<file path="src/rtl/serial_pkg.sv">
// Shared definitions for the buffered COM port: TX pacing states and status register layout.
package serial_pkg;

  typedef enum logic [1:0] {
    TX_IDLE  = 2'd0,
    TX_START = 2'd1,
    TX_GUARD = 2'd2
  } tx_state_t;

  localparam int ST_TXRDY  = 0;
  localparam int ST_RXAVL  = 1;
  localparam int ST_OVR    = 2;
  localparam int ST_TXIDLE = 3;
  localparam int ST_TXIE   = 4;

  localparam int RXCNT_LSB = 8;
  localparam int TXCNT_LSB = 16;
  localparam int CNT_W     = 8;

endpackage

</file>
<file path="src/rtl/sync_fifo.sv">
// Byte-wide synchronous FIFO; push-when-full (without a same-cycle pop) and pop-when-empty are ignored.
module sync_fifo
  import serial_pkg::*;
#(
  parameter int DEPTH_LOG2 = 4
) (
  input  logic                  clk,
  input  logic                  rst,
  input  logic                  push,
  input  logic                  pop,
  input  logic [7:0]            din,
  output logic [7:0]            dout,
  output logic                  full,
  output logic                  empty,
  output logic [DEPTH_LOG2:0]   count
);

  localparam int DEPTH = 1 << DEPTH_LOG2;
  localparam logic [DEPTH_LOG2:0] FULL_CNT = {1'b1, {DEPTH_LOG2{1'b0}}};

  logic [7:0]            mem [DEPTH];
  logic [DEPTH_LOG2-1:0] wr_ptr;
  logic [DEPTH_LOG2-1:0] rd_ptr;
  logic                  pop_ok;
  logic                  push_ok;

  assign empty   = (count == '0);
  assign full    = (count == FULL_CNT);
  assign pop_ok  = pop & ~empty;
  // A pop frees a slot in the same edge, so a full FIFO still accepts a push alongside it.
  assign push_ok = push & (~full | pop_ok);
  assign dout    = mem[rd_ptr];

  always_ff @(posedge clk) begin
    if (rst) begin
      wr_ptr <= '0;
      rd_ptr <= '0;
      count  <= '0;
    end else begin
      if (push_ok) wr_ptr <= wr_ptr + 1'b1;
      if (pop_ok)  rd_ptr <= rd_ptr + 1'b1;
      case ({push_ok, pop_ok})
        2'b10:   count <= count + 1'b1;
        2'b01:   count <= count - 1'b1;
        default: count <= count;
      endcase
    end
  end

  always_ff @(posedge clk) begin
    if (push_ok) mem[wr_ptr] <= din;
  end

endmodule

</file>
<file path="src/rtl/serial_fifo_ctrl.sv">
// Buffered COM port: RX/TX byte FIFOs, TX pacing FSM, overrun flag and COM interrupt.
// Optional macro SERIAL_TX_INT_EN adds a txIntEn control bit so TX-idle also raises int_o.
module serial_fifo_ctrl
  import serial_pkg::*;
#(
  parameter int DEPTH_LOG2 = 4
) (
  input  logic        clk,
  input  logic        rst,
  input  logic        enable_i,
  input  logic        readEnable_i,
  input  logic        mode_i,
  input  logic [31:0] dataSave_i,
  output logic [31:0] dataLoad_o,
  output logic        int_o,
  input  logic        rxdReady_i,
  input  logic [7:0]  rxdData_i,
  input  logic        txdBusy_i,
  output logic        txdStart_o,
  output logic [7:0]  txdData_o,
  output tx_state_t   tx_state_dbg
);

  logic                data_rd, data_wr, status_rd;
  logic [7:0]          rx_dout, tx_dout;
  logic                rx_full, rx_empty, tx_full, tx_empty;
  logic [DEPTH_LOG2:0] rx_count, tx_count;
  logic                tx_pop, tx_idle, overrun, txie;
  logic [31:0]         status;
  tx_state_t           state, state_nxt;

  assign data_rd   = enable_i &  readEnable_i & ~mode_i;
  assign data_wr   = enable_i & ~readEnable_i & ~mode_i;
  assign status_rd = enable_i &  readEnable_i &  mode_i;

  sync_fifo #(.DEPTH_LOG2(DEPTH_LOG2)) u_rx_fifo (
    .clk(clk), .rst(rst), .push(rxdReady_i), .pop(data_rd), .din(rxdData_i),
    .dout(rx_dout), .full(rx_full), .empty(rx_empty), .count(rx_count)
  );

  sync_fifo #(.DEPTH_LOG2(DEPTH_LOG2)) u_tx_fifo (
    .clk(clk), .rst(rst), .push(data_wr), .pop(tx_pop), .din(dataSave_i[7:0]),
    .dout(tx_dout), .full(tx_full), .empty(tx_empty), .count(tx_count)
  );

  always_comb begin
    state_nxt = state;
    tx_pop    = 1'b0;
    case (state)
      TX_IDLE: begin
        if (!tx_empty && !txdBusy_i) begin
          tx_pop    = 1'b1;
          state_nxt = TX_START;
        end
      end
      TX_START: state_nxt = TX_GUARD;
      // Gives the transmitter a cycle to raise busy before the next start is considered.
      TX_GUARD: state_nxt = TX_IDLE;
      default:  state_nxt = TX_IDLE;
    endcase
  end

  always_ff @(posedge clk) begin
    if (rst) begin
      state     <= TX_IDLE;
      txdData_o <= 8'h00;
    end else begin
      state <= state_nxt;
      if (tx_pop) txdData_o <= tx_dout;
    end
  end

  assign txdStart_o   = (state == TX_START);
  assign tx_state_dbg = state;
  assign tx_idle      = tx_empty & (state == TX_IDLE);

`ifdef SERIAL_TX_INT_EN
  always_ff @(posedge clk) begin
    if (rst) txie <= 1'b0;
    else if (enable_i && !readEnable_i && mode_i) txie <= dataSave_i[0];
  end
`else
  assign txie = 1'b0;
`endif

  logic unused_hi;
  assign unused_hi = ^dataSave_i[31:8];

  // Set wins over the clear from a status read in the same cycle.
  always_ff @(posedge clk) begin
    if (rst) overrun <= 1'b0;
    else if (rxdReady_i && rx_full && !data_rd) overrun <= 1'b1;
    else if (status_rd) overrun <= 1'b0;
  end

  always_ff @(posedge clk) begin
    if (rst) int_o <= 1'b0;
    else     int_o <= ~rx_empty | (txie & tx_idle);
  end

  always_comb begin
    status                         = '0;
    status[ST_TXRDY]               = ~tx_full;
    status[ST_RXAVL]               = ~rx_empty;
    status[ST_OVR]                 = overrun;
    status[ST_TXIDLE]              = tx_idle;
    status[ST_TXIE]                = txie;
    status[RXCNT_LSB +: CNT_W]     = CNT_W'(rx_count);
    status[TXCNT_LSB +: CNT_W]     = CNT_W'(tx_count);
  end

  always_comb begin
    dataLoad_o = 32'h0;
    if (status_rd)                dataLoad_o = status;
    else if (data_rd && !rx_empty) dataLoad_o = {24'h0, rx_dout};
  end

endmodule
</file>
<file path="config.mk">
export PLATFORM = sky130hd
export DESIGN_NAME = serial_fifo_ctrl
export DESIGN_NICKNAME = d
export VERILOG_FILES = /design/src/rtl/serial_pkg.sv /design/src/rtl/sync_fifo.sv /design/src/rtl/serial_fifo_ctrl.sv
export SDC_FILE = /design/constraint.sdc
export NUM_CORES = 1
export LEC_CHECK = 0
export CORE_MARGIN = 3
export CORE_UTILIZATION = 40
export DETAILED_ROUTE_END_ITERATION = 6
export PLACE_DENSITY = 0.58
export SLEW_MARGIN = 20
export SYNTH_ARGS = -nofsm -noshare
export SYNTH_HDL_FRONTEND = slang
export SYNTH_SLANG_ARGS = --single-unit
</file>
<file path="constraint.sdc">
create_clock -name clk -period 5.3 [get_ports clk]
set_input_delay 1.325 -clock clk [delete_from_list [all_inputs] [get_ports clk]]
set_output_delay 1.325 -clock clk [all_outputs]
set_load 0.1 [all_outputs]
</file>
# After elaboration in Yosys (flattened, before gate mapping)
# Memory sizes are Yosys's and may differ from the RTL's. A register that Yosys moved wholly into a read port is not among the register bits.
# Cells that the tools add are included.
# Widths: inputs -> output; s select.
[op_classes]
n_addsub = 8
eq_ne = 8
n_mux = 16
bitwise = 18
reduce_logical = 14
[op_table]
columns = ["cell", "n"]
rows = [
  ["$mux 21", 1],
  ["$pmux 5 s2", 2],
  ["$add 4x1->4 const B", 4],
  ["$add 5x1->5 const B", 2],
  ["$and 1x1->1", 10],
  ["$eq 5x5->1 const B", 2],
  ["$logic_not 5->1", 2],
  ["$sub 5x1->5 const B", 2],
  ["$mux 1", 8],
  ["$mux 4", 2],
  ["$mux 8", 1],
  ["$eq 2x1->1 const B", 3],
  ["$not 1->1", 6],
  ["$reduce_bool 2->1", 3],
  ["$eq 2x2->1 const B", 2],
  ["$logic_and 1x1->1", 4],
  ["$logic_not 1->1", 4],
  ["$pmux 2 s2", 1],
  ["$logic_not 2->1", 1],
  ["$mux 2", 1],
  ["$ne 2x2->1 const B", 1],
  ["$or 1x1->1", 2],
]
[word_totals]
reg_bits = 30
ramBits = 256
inputBits = 47
output_inout_bits = 44
elab_cells = 75
n_memories = 2
[mem_list]
columns = ["name", "depth", "width", "read_ports", "rd_clocked_by_memory_dff", "write_ports", "line_no", "text"]
rows = [
  ["u_rx_fifo.mem", 16, 8, 1, 1, 1, "sync_fifo.sv:21", "logic [7:0] mem [DEPTH];"],
  ["u_tx_fifo.mem", 16, 8, 1, 1, 1, "sync_fifo.sv:21", ""],
]

# Depth between registers and ports, before layout
# Gate-level depths: netlist of run 1.
[depth]
depth_word = 10
mapped_depth = 12
depth_no_buf = 10

# Modules after synthesis
# A second synthesis of run 1 with hierarchy kept.
[unflattened]
hier_cells = 731
area_unflattened_um2 = 12430.7
[by_module_without_submodules]
columns = ["module", "instances", "cells_each", "area_per_inst_um2", "seq_area_each_um2"]
rows = [
  ["sync_fifo", 2, 325, 5866.9, 4184.0],
  ["serial_fifo_ctrl", 1, 81, 696.9, 240.2],
]

# Worst setup path after synthesis of run 1
# No wires, ideal clock.
[synth_timing]
path_type = "input -> output"
from = "input mode_i"
to = "output dataLoad_o[4]"
arrival_ns = 4.601
t_required_ns = 3.975
slack_ns = -0.626
path_stages = 3
path_buffers = 0
cell_sequence = "and3b_1 o21ai_2 nor4_1"
[synth_between]
elab_chain_len = 5
elab_cells_between_ends = 6
classes_between = "2 x mux; 3 x bitwise; 1 x reduce/logical"
[synth_lines]
columns = ["item", "line_no", "text"]
rows = [
  ["start: declaration", "serial_fifo_ctrl.sv:12", "input logic mode_i,"],
  ["$not 1->1", "serial_fifo_ctrl.sv:32", "assign data_rd = enable_i & readEnable_i & ~mode_i;"],
  ["$and 1x1->1", "serial_fifo_ctrl.sv:32", ""],
  ["$logic_and 1x1->1", "serial_fifo_ctrl.sv:115", "else if (data_rd && !rx_empty) dataLoad_o = {24'h0, rx_dout};"],
  ["$mux 8", "serial_fifo_ctrl.sv:115", ""],
  ["$mux 21 (*)", "serial_fifo_ctrl.sv:114", "if (status_rd) dataLoad_o = status;"],
  ["end: declaration", "serial_fifo_ctrl.sv:14", "output logic [31:0] dataLoad_o,"],
]
# Mark *: on every way between the ends. The rest lies on a longest branch, timed or not.

# Worst setup path in the final report of run 1
# Ends and elaborated chain as after synthesis.

==> flow_summary.toml, run 1 <==
[route]
drc = 0
vias_per_cell = 5.31
firstDrtPassIters = 5
detail_route.iter0.violations = 524
ant_nets = 0
vias = 6600
drt-total-wl_mm = 25.8
wl_per_cell_um = 20.8

[yosys]
synth_edf_count = 256
synthesis.instances = 768
yosysUniqueCellTypes = 57
ys.flop_type = "edfxtp_1"
ys_seq_elements = 298
yosys.area.top_type_share_pct = 62.6
yosys_warnings = 0
synth-async-reset-ratio_pct = 0
seq_area_frac_synth_pct = 69.4
synth.cell_area_sq_um = 12300
yosys.area.top_type = "edfxtp_1"
synth_area_leaders = "edfxtp_1, dfxtp_1, mux4_2"
avgSynthCellArea_sq_um = 16.0

[clocking]
clk_pin_slew_ns = 0.06
cts_resized = 0
clk_latency_ns = 0.51
numCtsBuffers = 34
cts_buffer_depth = 3
cts_setup_buffers = 0
cts_num_sinks = 298
htreeDepth = 2
ctsHoldBuffers = 0
cts_tree = "yes"
cts_root_buffer = "clkbuf_16"

[timing]
fin_crit_ns = 4.54
skew_ns = 0.0152
finalCritPeriodShare_pct = 85.7
fmax_mhz = 220
tightest_slew_ns = 1.03
maxSlewViolCount = 0
setup_slack_ns = 0.758
fin_tns_setup_ns = 0
setup_viol = 0
rsz0062_at_grt = "false"
hold_viol = 0
relSlewSlack_pct = 31.4

[status]
outcome = "completed"

[finish]
drive_above_1_share_pct = 17.7
fin_nets = 890
n_antenna_cell = 0
fin_area_sq_um = 14300
area_delta_synth_final_pct = 16.6
final_util_pct = 47.9
final_common_cell = "edfxtp_1"
final_cell_mix = "edfxtp_1, mux2i_1, nor2_1"

[pwr]
powerDensity_nw_per_um2 = 430
total_power_uw = 6170
ir_drop_v = 0.000206
power.leakage_uw = 0.00459

[worst_hold_path]
hold_depth = 2
whs_endpoint = "overrun"
min_from = "overrun"
min_path_type = "flop to flop"

[worst_setup_path]
worstPathArrival_ns = 3.22
reg2reg_from = "u_rx_fifo.count[2]"
end_kind = "output pin"
worst_setup_path_start_kind = "input pin"
required_ns = 3.97
crit_fanout = 7
critical_path_class = "input pin to output pin"
reg2reg_slack_ns = 1.96
r2r_cells = 10
r2r-end = "u_rx_fifo.count[4]"

[place]
hpwl_mm = 16.4
dpl_worst_slack_ns = 0.734
io_buffers = 52
gp_congestion = 0.772
place_area_sq_um = 13200

[grt]
grt_pass1_wl_mm = 39.8
grt_pass1_vias = 6526
grt_antenna_before_repair = 0
gr-usage-all-layers_pct = 15.7
gr-total-overflow = 0
grt_max_degree = 39

[floorplan]
dieWidth_um = 181
ios = 91
fp.dieArea_sq_um = 32900
core_sq_um = 30000
die_h_um = 181
num_rows = 63
start_util_pct = 41.0

[run]
cap_violations = 0
==> layout make-up <==
class	count	area (sq um)
clock buffers	41	917
clock inverters	21	233
fillers	2550	15600
inverters	18	67.6
multi-input cells	408	3460
flip-flops and latches	298	8530
well taps	390	488
repair buffers	66	631
==> cell families after synthesis <==
logic type / synth area share (%)
other: 0.0305
adders and majority gates: 1.79
xor gates and xnor gates: 1.07
and+or+nand+nor: 7.11
DFF: 69.4
AOI/OAI and AO/OA: 4.72
buffers and inverters: 3.02
muxes: 12.9
==> where the power goes <==
part | leakage, uW | switching (uW) | total, uW | internal [uW]
Combinational | 0.00137 | 771 | 1090 | 315
Clock | 0.000567 | 927 | 2370 | 1440
Sequential | 0.00265 | 87.2 | 2720 | 2630
==> worst max-delay path, cell delays in order <==
cell and delay (ns):
clkdlybuf4s50_1 0.55, and3b_1 0.30, o21ai_2 0.17, nor4_1 0.61
buf_12 0.25
==> cells in the mapped netlist, drive strengths merged (3+ instances only) <==
library cell,n
a21o,3
a21oi,19
a31oi,6
and2,15
buf,36
clkbuf,21
dfxtp,42
edfxtp,256
ha,16
inv,18
mux2,6
mux2i,72
mux4,35
nand2,10
nand2b,6
nand3,10
nand3b,8
nor2,58
nor2b,3
nor3,12
nor4,18
o21ai,12
o22ai,37
or3,4
or3b,4
xnor2,8
xor2,7
==> flip-flops by register name, indices dropped and copies added (netlist names), named ones only <==
signal and flops:
u_rx_fifo.count 5, u_tx_fifo.count 5, u_rx_fifo.mem 128, u_rx_fifo.rd_ptr 4
u_tx_fifo.wr_ptr 4, u_tx_fifo.mem 128, int_o 1, txdData_o 8
tx_state_dbg 2, u_tx_fifo.rd_ptr 4, overrun 1, u_rx_fifo.wr_ptr 4
==> worst max-delay path by stage <==
stage	depth (start not counted)	start	end	slack, ns
after floorplan	3	mode_i	dataLoad_o[4]	-0.63
after global placement	5	mode_i	dataLoad_o[4]	0.74
after detailed placement	5	mode_i	dataLoad_o[4]	0.73
after CTS	5	mode_i	dataLoad_o[4]	0.72
after global routing	5	readEnable_i	dataLoad_o[5]	0.66
final	5	mode_i	dataLoad_o[4]	0.76
==> metrics by stage <==
step	instances	hold WS [ns]
floorplan	781	0.450
global placement	1180	0.465
detailed placement	1180	0.475
CTS	1242	0.496
global route	1242	0.522
finish	1242	0.497
==> per-layer routing <==
| metal | track usage (%) | share of wire [%] |
|---|---|---|
| met5 | 0 | 0 |
| met3 | 2.82 | 4.9 |
| met1 | 23.0 | 47 |
| met4 | 4.78 | 2.3 |
| met2 | 23.9 | 45 |
(Power assumes the default switching activity.)
==> run 2: changes to the inputs <==
Settings changed: ABC_AREA from default to 1, DONT_BUFFER_PORTS from default to 1, PLACE_DENSITY 0.58 to 0.54.
==> run 2 against run 1 <==
Design area up 0.71%. First-iteration DRC count rose by 36%. Count of clock-buffer cells in the layout increased by 2. Critical endpoint is now dataLoad_o[3].
==> flow_summary.toml, run 2 <==
[status]
outcome = "completed"

[run]
cap_violations = 0

[yosys]
synth_xor_area_share_pct = 0.677
synth-adder-area-share_pct = 1.70
synth.cell_area_sq_um = 12900
synth_area_leaders = "edfxtp_1, nand2_1, dfxtp_1"
ys.flop_type = "edfxtp_1"
synth_most_common_cell = "nand2_1"
synthMuxAreaShare_pct = 0
yosys.area.top_type_share_pct = 59.4
synthSimpleGateAreaFrac_pct = 17.4
synth_top_family_by_area = "simple AND/OR/NAND/NOR gates"
yosys_warnings = 0
synthTopCellsByCount = "nand2_1, edfxtp_1, nor2_1"
synthesis.instances = 1235
synth_edf_count = 256
synth-async-reset-ratio_pct = 0
yosys.area.top_type = "edfxtp_1"
seq_area_frac_synth_pct = 65.9
synth_compound_area_share_pct = 7.19
yosysUniqueCellTypes = 30
ys_seq_elements = 298
avgSynthCellArea_sq_um = 10.5

[timing]
tightest_slew_ns = 1.07
finalCritPeriodShare_pct = 78.8
fin_crit_ns = 4.18
setup_viol = 0
relSlewSlack_pct = 28.8
maxSlewViolCount = 0
fmax_mhz = 239
fin_tns_setup_ns = 0
hold_viol = 0
setup_slack_ns = 1.12
rsz0062_at_grt = "false"
skew_ns = 0.0165

[clocking]
cts_tree = "yes"
cts_root_buffer = "clkbuf_16"
cts_resized = 0
cts_setup_buffers = 0
clk_latency_ns = 0.51
htreeDepth = 2
clk_pin_slew_ns = 0.06
cts_num_sinks = 298
ctsHoldBuffers = 0
cts_buffer_depth = 3
numCtsBuffers = 34

[finish]
drive_above_1_share_pct = 9.49
n_antenna_cell = 0
fillerInstances = 2951
area_delta_synth_final_pct = 11.6
final_cell_mix = "nand2_1, edfxtp_1, nor2_1"
final_common_cell = "nand2_1"
fin_nets = 1307
reg_top3 = "u_rx_fifo.mem (128), u_tx_fifo.mem (128), txdData_o (8)"

[grt]
grt_pass1_vias = 7946
grt_antenna_before_repair = 0
gr-total-overflow = 0
gr-usage-all-layers_pct = 16.8
grt_max_degree = 91
grt_pass1_wl_mm = 44.8

[worst_setup_path]
reg2reg_slack_ns = 2.14
max_stage_delay_ns = 0.89
worstPathArrival_ns = 2.85
critPathSlowestCell = "dfxtp_4"
worst_setup_path_start_kind = "flop"
required_ns = 3.97
cp_num_buf_inv = 2
crit_family = "flip-flops"
crit_chain = "buf_4 > o211ai_1 > nand3_1 > nand2_1 > nand2_1 > nand3_1 > nand2_1 > buf_4"
critical_path_class = "flop to output pin"
timing.critical_path.mode_cell = "nand2_1"
end_kind = "output pin"
crit_fanout = 90

[route]
drc = 0
detail_route.iter0.violations = 712
firstDrtPassIters = 5
wl_met2_mm = 12.7
wl_met3_mm = 1.34
vias = 8352
vias_per_cell = 5.01
drt-total-wl_mm = 28.7
ant_nets = 0
drt-met1-wl_mm = 14.0
wl_per_cell_um = 17.2
highest_layer = "met4"

[floorplan]
core_sq_um = 31700
dieWidth_um = 186
die_h_um = 186
ios = 91
start_util_pct = 40.8
num_rows = 65
fp.dieArea_sq_um = 34500

[pwr]
powerDensity_nw_per_um2 = 443
power.leakage_uw = 0.00539
ir_drop_v = 0.000438

[place]
gp_congestion = 0.828
io_buffers = 0
hpwl_mm = 17.4
dpl_worst_slack_ns = 1.22

[worst_hold_path]
min_path_type = "flop to flop"
run 2: final timing paths:
check	end	startpoint	cells after the start
setup / recovery	dataLoad_o[3]	flop	8
setup reg to reg	u_tx_fifo.count[4]	tx_state_dbg[1]	15
hold / removal	overrun	overrun	2
hold reg to reg	overrun	overrun	2
run 2: metal layers:
| layer | track usage, % | vias to the layer above |
|---|---|---|
| met2 | 25.3 | 185 |
| met3 | 2.95 | 52 |
| met5 | 0 | - |
| met1 | 24.8 | 3962 |
| li1 | - | 4153 |
| met4 | 5.33 | 0 |
run 2: logic make-up (layout without fill, tap and decap cells):
logic type               after synthesis  in the layout
flip-flops                           298            298
buffers and inverters                200            216
adder cells (fa/ha/maj)               17             17
AO/OA/AOI/OAI                        168            168
XOR/XNOR                              10             10
other                                  1             14
AND/OR/NAND/NOR                      541            541
run 2: power by group:
part           switching, uW  total (uW)  internal [uW]
Combinational            808        1130            323
Clock                    902        2280           1380
Sequential               350        2980           2630
run 2: final cells by class:
cell class                      instances  area (sq um)  area share (%)
Clock buffer                           43           926            6.41
Clock inverter                         14           163            1.13
Inverter                              127           479            3.32
Multi-Input combinational cell        750          3590            24.9
Sequential cell                       298          8540            59.1
Tap cell                              402           503            3.48
Timing Repair Buffer                   32           240            1.66
run 2: worst min-delay path, cell delays in order (launching register included):
cell     delay [ns]
dfxtp_1        0.31
nand2_1        0.06
a21oi_1        0.06
run 2: per-stage QoR:
stage | util (%) | area [sq um] | cells | hold slack [ns] | power [uW]
finish | 45.5 | 14400 | 1666 | 0.469 | 6390
global route | 45.5 | 14400 | 1666 | 0.499 | 6690
CTS | 45.5 | 14400 | 1666 | 0.470 | 6440
detailed placement | 42.1 | 13300 | 1609 | 0.462 | 4160
global placement | 42.1 | 13300 | 1609 | 0.452 | 4150
floorplan | - | 13000 | 1248 | 0.444 | 3910
